File: config.mk
export PLATFORM = sky130hd
export DESIGN_NAME = bit_reverse_loader
export DESIGN_NICKNAME = d
export VERILOG_FILES = /design/src/rtl/ntt_pkg.sv /design/src/rtl/bit_reverse_loader.sv
export SDC_FILE = /design/constraint.sdc
export NUM_CORES = 1
export LEC_CHECK = 0
export ABC_CLOCK_PERIOD_IN_PS = 1900
export BUFFER_PORTS_ARGS = -buffer_cell sky130_fd_sc_hd__buf_2
export CELL_PAD_IN_SITES_DETAIL_PLACEMENT = 1
export CELL_PAD_IN_SITES_GLOBAL_PLACEMENT = 1
export CORE_ASPECT_RATIO = 1.2
export CORE_MARGIN = 5
export CORE_UTILIZATION = 36
export CTS_CLUSTER_DIAMETER = 200
export CTS_CLUSTER_SIZE = 25
export DETAILED_ROUTE_END_ITERATION = 6
export PLACE_DENSITY_LB_ADDON = 0.1
export SYNTH_ARGS = -nofsm -noshare
export SYNTH_HDL_FRONTEND = slang
export SYNTH_SLANG_ARGS = --single-unit
export TNS_END_PERCENT = 100
File: constraint.sdc
create_clock -name clk -period 1.9 [get_ports clk]
set_input_delay 0.19 -clock clk [delete_from_list [all_inputs] [get_ports clk]]
set_output_delay 0.19 -clock clk [all_outputs]
set_load 0.1 [all_outputs]
File: src/rtl/ntt_pkg.sv
// Shared NTT definitions: loader FSM states, width helpers and the bit-reversal
// function that the twiddle-address generator also uses.
package ntt_pkg;

  typedef enum logic [1:0] {IDLE, LOAD, FLUSH} load_state_t;

  localparam int MAX_REV_W = 32;

  function automatic int log_n(input int ring_size);
    return $clog2(ring_size);
  endfunction

  function automatic int addr_w(input int ring_size, input int num_banks);
    return $clog2(ring_size) - $clog2(num_banks);
  endfunction

  // Mirrors the low 'width' bits of x; bits at and above 'width' come back as zero.
  function automatic logic [MAX_REV_W-1:0] bit_rev(input logic [MAX_REV_W-1:0] x,
                                                   input int width);
    logic [MAX_REV_W-1:0] r;
    r = '0;
    for (int i = 0; i < MAX_REV_W; i++) begin
      if (i < width) r[i] = x[width-1-i];
    end
    return r;
  endfunction

endpackage

File: src/rtl/bit_reverse_loader.sv
// Streams one frame of coefficients into NUM_BANKS RAM banks, placing each
// coefficient at its bit-reversed (or natural) index.
module bit_reverse_loader
  import ntt_pkg::*;
#(
  parameter  int RING_SIZE  = 256,
  parameter  int DATA_WIDTH = 32,
  parameter  int NUM_BANKS  = 2,
  localparam int LOG_N      = log_n(RING_SIZE),
  localparam int LOG_B      = $clog2(NUM_BANKS),
  localparam int ADDR_W     = addr_w(RING_SIZE, NUM_BANKS)
) (
  input  logic                  clk,
  input  logic                  reset_n,
  input  logic                  start,
  input  logic                  mode_bitrev,
  input  logic                  in_valid,
  output logic                  in_ready,
  input  logic [DATA_WIDTH-1:0] in_data,
  output logic [NUM_BANKS-1:0]  wr_en,
  output logic [ADDR_W-1:0]     wr_addr,
  output logic [DATA_WIDTH-1:0] wr_data,
  output logic                  busy,
  output logic                  done
);

  localparam logic [LOG_N-1:0] LAST_COUNT = LOG_N'(RING_SIZE - 1);

  load_state_t           state_q;
  logic [LOG_N-1:0]      count_q;
  logic                  mode_q;
  logic                  in_ready_q;
  logic                  busy_q;
  logic                  done_q;
  logic [NUM_BANKS-1:0]  wr_en_q;
  logic [ADDR_W-1:0]     wr_addr_q;
  logic [DATA_WIDTH-1:0] wr_data_q;

  logic [LOG_N-1:0]      idx_d;
  logic [LOG_B-1:0]      bank_d;
  logic [NUM_BANKS-1:0]  wr_en_d;
  logic [ADDR_W-1:0]     wr_addr_d;
  logic                  accept;

  assign accept = in_valid & in_ready_q;

  // Bank is the top LOG_B bits of the placement index, address the rest.
  always_comb begin
    idx_d     = mode_q ? LOG_N'(bit_rev(MAX_REV_W'(count_q), LOG_N)) : count_q;
    bank_d    = idx_d[LOG_N-1 -: LOG_B];
    wr_addr_d = idx_d[ADDR_W-1:0];
    wr_en_d   = '0;
    wr_en_d[bank_d] = 1'b1;
  end

  always_ff @(posedge clk or negedge reset_n) begin
    if (!reset_n) begin
      state_q    <= IDLE;
      count_q    <= '0;
      mode_q     <= 1'b0;
      in_ready_q <= 1'b0;
      busy_q     <= 1'b0;
      done_q     <= 1'b0;
      wr_en_q    <= '0;
      wr_addr_q  <= '0;
      wr_data_q  <= '0;
    end else begin
      wr_en_q <= '0;
      done_q  <= 1'b0;
      case (state_q)
        IDLE: begin
          if (start) begin
            state_q    <= LOAD;
            count_q    <= '0;
            mode_q     <= mode_bitrev;
            in_ready_q <= 1'b1;
            busy_q     <= 1'b1;
          end
        end
        LOAD: begin
          if (accept) begin
            wr_en_q   <= wr_en_d;
            wr_addr_q <= wr_addr_d;
            wr_data_q <= in_data;
            // The final write lands together with done, so ready drops here.
            if (count_q == LAST_COUNT) begin
              state_q    <= FLUSH;
              in_ready_q <= 1'b0;
              done_q     <= 1'b1;
            end else begin
              count_q <= count_q + 1'b1;
            end
          end
        end
        FLUSH: begin
          state_q <= IDLE;
          busy_q  <= 1'b0;
        end
        default: begin
          state_q    <= IDLE;
          in_ready_q <= 1'b0;
          busy_q     <= 1'b0;
        end
      endcase
    end
  end

  assign in_ready = in_ready_q;
  assign busy     = busy_q;
  assign done     = done_q;
  assign wr_en    = wr_en_q;
  assign wr_addr  = wr_addr_q;
  assign wr_data  = wr_data_q;

endmodule

==> out/metrics.csv, run 1 <==
metric,value,unit
worst hold slack,65.26,ps
"commonest non-fill, non-tap cells in the layout","108 x nand2_1, 80 x buf_2, 55 x dfrtp_1",
Tcrit/Tclk final,88.46,%
Layout Nets,360,
H-Tree Depth,2,
YS warnings,0,
Core Rows,32,
clk_skew,2.422,ps
largest net degree at the start of global routing,50,
Ant. Diodes,0,
final hold viol count,0,
number of synthesized flops with an enable pin,0,
share of layout cells above drive strength 1,29.41,%
clock latency on the worst-skew pair,310,ps
R2R Path Start,count_q[0],
core area,6366,um2
synthesized area,2318,um2
clk sinks,55,
1st-pass router iterations,4,
Vias/cell,4.684,
Die Ht,97.91,um
Max Cap Viol,0,
HPWL after DPL,4214,um
"most common cell after layout, fill and taps aside",nand2_1,
GPL Wtd Cong,0.7385,
peak supply drop,0.6677,mV
Post-CTS Resized,0,
CTS root buf,clkbuf_8,
deepest clock path buffer count,2,
die area,8152,um2
fin. max-slew vios,0,
Leakage Power,0.001598,uW
CP arrival,1910,ps
Peak Freq,594.9,MHz
GRT Overall Usage,14.99,%
hold path startpoint,in_data[6],
r2r worst-path depth,5,
Num CTS Buffers,5,
Post-synth top flop,dfrtp_1,
worst slew pin tran,510.7,ps
PwrDens,1549,nW/um2
total negative slack,0,ps
Synth async-reset ratio,100.0,%
Seq cells post-synth,55,
via count,1911,
RSZ-0062 raised after global routing,no,
Synthesized Nets,282,
Critical R2R Capture,count_q[5],
Die Span X,83.26,um
Worst EP required,2130,ps
crit path time final,1681,ps
largest fanout on the critical path,6,
Avg WL per Cell,14.34,um
CTS tree,built,
outcome,"complete, no violations",
DRC,0,
worst setup slack after layout,219.2,ps
dpl ws,243.4,ps
initial antenna violation count,0,
Worst Setup End Kind,flip-flop,
Initial Util,36.42,%
first-pass GRT wire length,10030,um
Syn-to-layout area delta,25.04,%
IO Pins,81,
R2R Setup Slk,220,ps
slew margin rel.,65.95,%
synthesized area per cell,9.502,um2
Worst-path clk slew,90,ps
Finish-stage setup viols,0,
power consumption,4491,uW
IO buf count,80,
critical path type,reg2reg,
Worst Hold Path Cells,3,
WHS Endpoint,wr_data[6],
Syn Inst Count,244,
First DRT Iteration DRCs,82,
total gr overflow,0,
Routed Wire Length,5852,um
"Seq/Total Area, Yosys",59.36,%
Final ANT Viol Nets,0,
CP startpoint kind,flip-flop,
vias in the first global route,2023,
Synth cell types,27,
Worst Hold Class,in2reg,
## cells by family (layout without fill, tap and decap cells)
| family | after synthesis | in the layout | synth area share (%) |
|---|---|---|---|
| compound gates | 31 | 31 | 7.609 |
| fa+ha+maj | 1 | 1 | 0.5396 |
| buf+inv | 17 | 96 | 4.263 |
| flops | 55 | 55 | 59.36 |
| mux | 10 | 10 | 4.371 |
| simple gates | 130 | 130 | 23.85 |
## per-layer routing
layer | vias to the layer above | share of wire (%) | track usage, %
met5 | - | 0 | 0
li1 | 943 | - | -
met2 | 46 | 49 | 24.88
met3 | 5 | 5.1 | 4.219
met4 | 0 | 0.94 | 4.151
met1 | 917 | 45 | 19.20
## synth_stat cells, types with 2 or more instances
| master | count | area (um2) |
|---|---|---|
| a21oi_1 | 7 | 35.03 |
| a31oi_1 | 6 | 37.54 |
| and3_1 | 3 | 18.77 |
| buf_2 | 4 | 20.02 |
| buf_4 | 2 | 15.01 |
| buf_6 | 3 | 33.78 |
| clkbuf_1 | 4 | 15.01 |
| dfrtp_1 | 55 | 1376 |
| inv_1 | 4 | 15.01 |
| mux2i_1 | 9 | 90.09 |
| nand2_1 | 108 | 405.4 |
| nand2b_1 | 2 | 12.51 |
| nand3_1 | 6 | 30.03 |
| nand4_1 | 2 | 12.51 |
| nor2_1 | 5 | 18.77 |
| o21ai_0 | 13 | 65.06 |
## worst max path at each step
stage                from         end
2_1_floorplan    in_ready  count_q[4]
3_3_place_gp   count_q[0]  count_q[5]
3_5_place_dp   count_q[0]  count_q[5]
4_1_cts        count_q[0]  count_q[5]
5_1_grt        count_q[0]  count_q[5]
6_report       count_q[0]  count_q[5]
## power by group
part           internal [uW]  switching (uW)
Sequential              1420             243
Combinational            371            1750
Clock                    334             375
Total                   2120            2370
## critical path, stage by stage (launching register included)
cell and delay (ps):
dfrtp_1 440, ha_1 280, and3_1 240, a21oi_1 320, a41oi_1 160, a31oi_1 170
## flip-flops by register name (all words and copies together) (netlist names)
signal and flops:
mode_q 1, count_q 8, wr_addr 7, wr_en 2
done 1, in_ready 1, state_q 2, busy 1
wr_data 32
## cell type report
class | instances | area (um2)
fill | 771 | 3467
sequential | 55 | 1376
multi-input combinational | 172 | 843.3
timing repair buffer | 84 | 457.9
clock buffer | 8 | 100.1
tap | 85 | 106.4
inverter | 4 | 15.01
## timing repair
item,in CTS,in global routing
endpoints found under the hold margin,19,0
hold buffers,1,0
buffers inserted,0,0
setup endpoints to repair,0,0
## through the flow
step | utilization, % | cells | instance area [um2]
after floorplan | - | 244 | 2318
after CTS | 45.54 | 408 | 2899
after global routing | 45.54 | 408 | 2899
after detailed placement | 43.81 | 399 | 2789
final | 45.54 | 408 | 2899
after global placement | 43.81 | 399 | 2789
Note: power is estimated with default switching activity, not from simulation.
==> run 2, diff against run 1 <==
--- a/config.mk
+++ b/config.mk
@@ -5,13 +5,13 @@
 export SDC_FILE = /design/constraint.sdc
 export NUM_CORES = 1
 export LEC_CHECK = 0
-export ABC_CLOCK_PERIOD_IN_PS = 1900
+export ABC_CLOCK_PERIOD_IN_PS = 1400
 export BUFFER_PORTS_ARGS = -buffer_cell sky130_fd_sc_hd__buf_2
 export CELL_PAD_IN_SITES_DETAIL_PLACEMENT = 1
 export CELL_PAD_IN_SITES_GLOBAL_PLACEMENT = 1
 export CORE_ASPECT_RATIO = 1.2
 export CORE_MARGIN = 5
-export CORE_UTILIZATION = 36
+export CORE_UTILIZATION = 33
 export CTS_CLUSTER_DIAMETER = 200
 export CTS_CLUSTER_SIZE = 25
 export DETAILED_ROUTE_END_ITERATION = 6
==> constraint.sdc (replaced) <==
create_clock -name clk -period 1.4 [get_ports clk]
set_input_delay 0.14 -clock clk [delete_from_list [all_inputs] [get_ports clk]]
set_output_delay 0.14 -clock clk [all_outputs]
set_load 0.1 [all_outputs]
==> run 2 against run 1 <==
Compared with the run above: worst hold slack lost 42 ps; routed wire length increased by 4.6%; register-to-register slack lost 160 ps; clock power up 21%; highest routed layer unchanged; first-iteration DRC count decreased by 55%; die area is 8.1% higher; cell area is 6.5% higher; worst setup slack lost 170 ps.
==> out/metrics.csv, run 2 (synthesis results as in run 1) <==
metric,value,unit,change
Layout Nets,380,,was 360
critical path type,reg2out,,was reg2reg
Worst Hold Path Cells,3,,unchanged
"commonest non-fill, non-tap cells in the layout","108 x nand2_1, 80 x buf_2, 52 x dfrtp_1",,"was 108 x nand2_1, 80 x buf_2, 55 x dfrtp_1"
H-Tree Depth,2,,unchanged
Critical R2R Capture,wr_data[23],,was count_q[5]
worst slew pin tran,505.6,ps,was 510.7 ps
CP arrival,1210,ps,was 1910 ps
"delay-heaviest family, CP",flip-flops,,was compound AO/OA/AOI/OAI gates
Vias/cell,4.600,,was 4.684
IO Pins,81,,unchanged
worst path bufs/invs,1,,was 0
"most common cell after layout, fill and taps aside",nand2_1,,unchanged
slew margin rel.,66.52,%,was 65.95%
clock latency on the worst-skew pair,300,ps,was 310 ps
WHS Endpoint,wr_data[9],,was wr_data[6]
Final ANT Viol Nets,0,,unchanged
CTS root buf,clkbuf_8,,unchanged
Worst EP required,1260,ps,was 2130 ps
Non-Filler Instances,430,,was 408
fin. max-slew vios,0,,unchanged
IO buf count,80,,unchanged
Worst Setup End Kind,output pin,,was flip-flop
slowest library cell on the worst path,dfrtp_4,,was dfrtp_1
hold path startpoint,in_data[9],,was in_data[6]
Die Ht,101.8,um,was 97.91 um
Worst Hold Class,in2reg,,unchanged
# placed instances,418,,was 399
clk sinks,55,,unchanged
Worst-path clk slew,100,ps,was 90 ps
Initial Util,33.83,%,was 36.42%
Core Rows,33,,was 32
CTS tree,built,,unchanged
via count,1978,,was 1911
Worst path max stage delay,470,ps,was 440 ps
HPWL after DPL,4645,um,was 4214 um
DRC,0,,unchanged
largest fanout on the critical path,6,,unchanged
post-layout util,45.03,%,was 45.54%
RSZ-0062 raised after global routing,yes,,was no
Avg WL per Cell,14.23,um,was 14.34 um
CP startpoint kind,flip-flop,,unchanged
Routed Wire Length,6121,um,was 5852 um
crit path time final,1353,ps,
Peak Freq,739.0,MHz,
crit-path cells,buf_2,,was ha_1 > and3_1 > a21oi_1 > a41oi_1 > a31oi_1
Num CTS Buffers,5,,unchanged
vias in the first global route,2029,,was 2023
largest net degree at the start of global routing,41,,was 50
Ant. Diodes,0,,unchanged
Max Cap Viol,0,,unchanged
GRT Overall Usage,14.08,%,was 14.99%
core area,6854,um2,was 6366 um2
First DRT Iteration DRCs,37,,was 82
first-pass GRT wire length,9942,um,was 10030 um
Filler cells,839,,was 771
initial antenna violation count,0,,unchanged
Syn-to-layout area delta,33.14,%,was 25.04%
total gr overflow,0,,unchanged
R2R Path Start,state_q[0],,was count_q[0]
outcome,"complete, no violations",,unchanged
final hold viol count,0,,unchanged
GPL Wtd Cong,0.7785,,was 0.7385
1st-pass router iterations,4,,unchanged
Die Span X,86.52,um,was 83.26 um
peak supply drop,0.9393,mV,was 0.6677 mV
R2R Setup Slk,60,ps,was 220 ps
Finish-stage setup viols,0,,unchanged
clk_skew,10.50,ps,was 2.422 ps
r2r worst-path depth,6,,was 5
share of layout cells above drive strength 1,35.28,%,was 29.41%
Tcrit/Tclk final,96.66,%,
power consumption,6200,uW,was 4491 uW
PwrDens,2009,nW/um2,was 1549 nW/um2
deepest clock path buffer count,2,,unchanged
die area,8809,um2,was 8152 um2
Leakage Power,0.001690,uW,was 0.001598 uW
max FFs per register,32,,unchanged
run 2: cell types whose count changed in the layout (fill, tap and decap cells not counted), sizes merged:
| cell | change |
|---|---|
| clkbuf | -2 |
| buf | +20 |
| clkinvlp | +1 |
| clkinv | +1 |
run 2: tightest hold or removal path, delay by kind of cell:
kind                   cells  cell delay, ps
buffers and inverters      1              80
AND/OR/NAND/NOR            2              80
run 2: stage by stage:
stage	setup WS (ps)	cell area, um2	TNS (ps)	hold WS, ps
final	46.75	3087	0	22.99
after global routing	-23.04	3087	-41.76	11.27
after CTS	2.529	3069	0	15.50
after detailed placement	-53.20	2954	-276.8	4.236
after global placement	15.62	2954	0	2.843
after floorplan	-13.40	2328	-13.40	-155.6
run 2: where the power goes:
part / internal (uW) / switching (uW)
clock network: 351 / 507
logic: 676 / 2530
registers: 1920 / 218
run 2: area by class of cell:
class                   count  area [um2]  area share, %
clock buffers               6       72.57          2.351
clock inverters             2       12.51         0.4054
inverters                   4       15.01         0.4864
multi-input cells         172       862.1          27.93
flip-flops and latches     55        1383          44.79
well taps                  87       108.9          3.527
repair buffers            104       633.1          20.51
run 2: what timing repair did:
item,in CTS,in global routing
gates resized for setup,2,2
endpoints found under the setup margin,8,46
hold buffers,1,0
setup buffers,1,2
pin swaps,3,4
endpoints found under the hold margin,55,0
run 2: how the worst max path moves through the flow:
stage / startpoint / to / slack [ps] / cells after the start
after CTS: state_q[0] / wr_data[23] / 3 / 6
final: in_ready / in_ready / 50 / 1
after global routing: count_q[1] / count_q[7] / -20 / 5
after detailed placement: count_q[1] / count_q[3] / -50 / 5
after global placement: count_q[1] / count_q[2] / 20 / 5
after floorplan: count_q[0] / count_q[4] / -10 / 5
run 2: metal layers:
metal | vias up | routed length (um) | track usage [%]
li1 | 981 | - | -
met1 | 943 | 2678 | 18.02
met2 | 49 | 3041 | 24.32
met3 | 5 | 343 | 3.145
met4 | 0 | 57 | 3.237
met5 | - | 0 | 0
==> run 3, diff against run 2 <==
--- a/config.mk
+++ b/config.mk
@@ -9,7 +9,7 @@
 export BUFFER_PORTS_ARGS = -buffer_cell sky130_fd_sc_hd__buf_2
 export CELL_PAD_IN_SITES_DETAIL_PLACEMENT = 1
 export CELL_PAD_IN_SITES_GLOBAL_PLACEMENT = 1
-export CORE_ASPECT_RATIO = 1.2
+export CORE_ASPECT_RATIO = 1.25
 export CORE_MARGIN = 5
 export CORE_UTILIZATION = 33
 export CTS_CLUSTER_DIAMETER = 200
==> run 3 against run 2 <==
Compared with the run above: clock skew decreased by 3.6 ps; critical path depth up 4; sequential power about the same; global-route usage is 0.42 points higher; cell area rose by 0.77%; routed wire length rose by 1.5%; sequential share of layout area is 0.38 points lower; power is 1.4% higher; maximum frequency is 1.4% lower.
==> out/metrics.csv, run 3 (synthesis results as in run 1) <==
metric,value,unit,change
"most common cell after layout, fill and taps aside",nand2_1,,unchanged
HPWL after DPL,4558,um,was 4645 um
Die Ht,103.7,um,was 101.8 um
Avg WL per Cell,14.38,um,was 14.23 um
Tcrit/Tclk final,98.05,%,was 96.66%
Syn-to-layout area delta,34.16,%,was 33.14%
Worst EP required,1640,ps,was 1260 ps
dpl ws,-34.46,ps,was -53.20 ps
Worst Hold Class,in2reg,,unchanged
largest fanout on the critical path,3,,was 6
total gr overflow,0,,unchanged
worst setup slack after layout,27.34,ps,was 46.75 ps
fin. max-slew vios,0,,unchanged
R2R Path Start,count_q[0],,was state_q[0]
First DRT Iteration DRCs,60,,was 37
core area,6892,um2,was 6854 um2
Routed Wire Length,6214,um,was 6121 um
"commonest non-fill, non-tap cells in the layout","107 x nand2_1, 80 x buf_2, 53 x dfrtp_1",,"was 108 x nand2_1, 80 x buf_2, 52 x dfrtp_1"
IO Pins,81,,unchanged
slowest library cell on the worst path,dfrtp_1,,was dfrtp_4
worst path bufs/invs,0,,was 1
Leakage Power,0.001696,uW,was 0.001690 uW
Finish-stage setup viols,0,,unchanged
WP depth,5,,was 1
Die Span X,84.97,um,was 86.52 um
CP startpoint kind,flip-flop,,unchanged
PwrDens,2021,nW/um2,was 2009 nW/um2
Initial Util,33.64,%,was 33.83%
worst setup path end,count_q[4],,was in_ready
CTS root buf,clkbuf_8,,unchanged
DRC,0,,unchanged
clk_skew,6.910,ps,was 10.50 ps
Layout Nets,379,,was 380
CP arrival,1610,ps,was 1210 ps
GPL Wtd Cong,0.7850,,was 0.7785
Non-Filler Instances,432,,was 430
worst slew pin tran,508.8,ps,was 505.6 ps
Vias/cell,4.681,,was 4.600
crit-path cells,ha_2 > and3_4 > a21o_1 > o31a_1 > o21ai_1,,was buf_2
CTS tree,built,,unchanged
Core Rows,34,,was 33
vias in the first global route,2152,,was 2029
clk sinks,55,,unchanged
1st-pass router iterations,4,,unchanged
post-layout util,45.13,%,was 45.03%
RSZ-0062 raised after global routing,yes,,unchanged
r2r worst-path depth,5,,was 6
deepest clock path buffer count,2,,unchanged
peak supply drop,0.7877,mV,was 0.9393 mV
via count,2022,,was 1978
share of layout cells above drive strength 1,35.67,%,was 35.28%
# placed instances,421,,was 418
final hold viol count,0,,unchanged
Max Cap Viol,0,,unchanged
Worst path max stage delay,410,ps,was 470 ps
R2R Setup Slk,30,ps,was 60 ps
IO buf count,80,,unchanged
die area,8813,um2,was 8809 um2
max FFs per register,32,,unchanged
Worst Setup End Kind,flip-flop,,was output pin
Final ANT Viol Nets,0,,unchanged
Worst-path clk slew,100,ps,about the same
slew margin rel.,66.08,%,was 66.52%
Peak Freq,728.5,MHz,was 739.0 MHz
H-Tree Depth,2,,unchanged
critical path launch point,count_q[0],,was in_ready
"delay-heaviest family, CP",compound AO/OA/AOI/OAI gates,,was flip-flops
Num CTS Buffers,5,,unchanged
GRT Overall Usage,14.50,%,was 14.08%
largest net degree at the start of global routing,56,,was 41
outcome,"complete, no violations",,unchanged
Ant. Diodes,0,,unchanged
first-pass GRT wire length,10470,um,was 9942 um
critical path type,reg2reg,,was reg2out
crit path time final,1373,ps,was 1353 ps
initial antenna violation count,0,,unchanged
clock latency on the worst-skew pair,310,ps,was 300 ps
Critical R2R Capture,count_q[4],,was wr_data[23]
-- run 3: metal layers --
layer / up-vias / part of all wire [%] / track usage (%) / routed length [um]
met5: - / 0 / 0 / 0
met2: 46 / 51 / 26.06 / 3158
li1: 980 / - / - / -
met1: 990 / 43 / 17.31 / 2687
met3: 6 / 4.7 / 2.780 / 292
met4: 0 / 1.2 / 4.072 / 76
-- run 3: cell type report --
class	count	area, um2
clock buffers	6	82.58
clock inverters	2	16.27
fillers	848	3781
inverters	4	15.01
multi-input cells	172	877.1
flip-flops and latches	55	1381
well taps	90	112.6
repair buffers	103	625.6
-- run 3: repair_timing --
| action | in CTS | in global routing |
|---|---|---|
| pin swaps | 3 | 6 |
| setup endpoints to repair | 8 | 27 |
| hold endpoints to repair | 55 | 0 |
| hold buffers | 1 | 0 |
| gates cloned | 0 | 0 |
| resized for setup | 2 | 4 |
| buffers inserted | 1 | 1 |
-- run 3: through the flow --
step	TNS [ps]	power, uW	area [um2]	hold slack [ps]
after floorplan	-13.40	4647	2328	-155.6
after global placement	0	5322	2958	168.6
after detailed placement	-175.0	5368	2958	168.0
after CTS	0	6353	3087	6.867
after global routing	-150.0	6598	3110	1.284
final	0	6286	3110	19.31
-- run 3: how the worst min path moves through the flow --
| stage | startpoint | end | slack [ps] | cells past startpoint |
|---|---|---|---|---|
| 4_1_cts | in_data[24] | wr_data[24] | 7 | 3 |
| 6_report | in_data[30] | wr_data[30] | 20 | 3 |
| 5_1_grt | in_data[22] | wr_data[22] | 1 | 3 |
| 2_1_floorplan | reset_n | busy | -160 | 0 |
| 3_3_place_gp | reset_n | wr_data[12] | 170 | 2 |
| 3_5_place_dp | reset_n | wr_data[10] | 170 | 2 |
-- run 3: report_power, final --
group / total (uW) / switching, uW / internal, uW
combinational: 3200 / 2530 / 666
sequential: 2140 / 222 / 1920
clock: 945 / 540 / 405
-- run 3: worst reg2reg max path: stages, from the launching register on --
cell	delay [ps]
dfrtp_1	410
ha_2	190
and3_4	200
a21o_1	210
o31a_1	240
o21ai_1	70
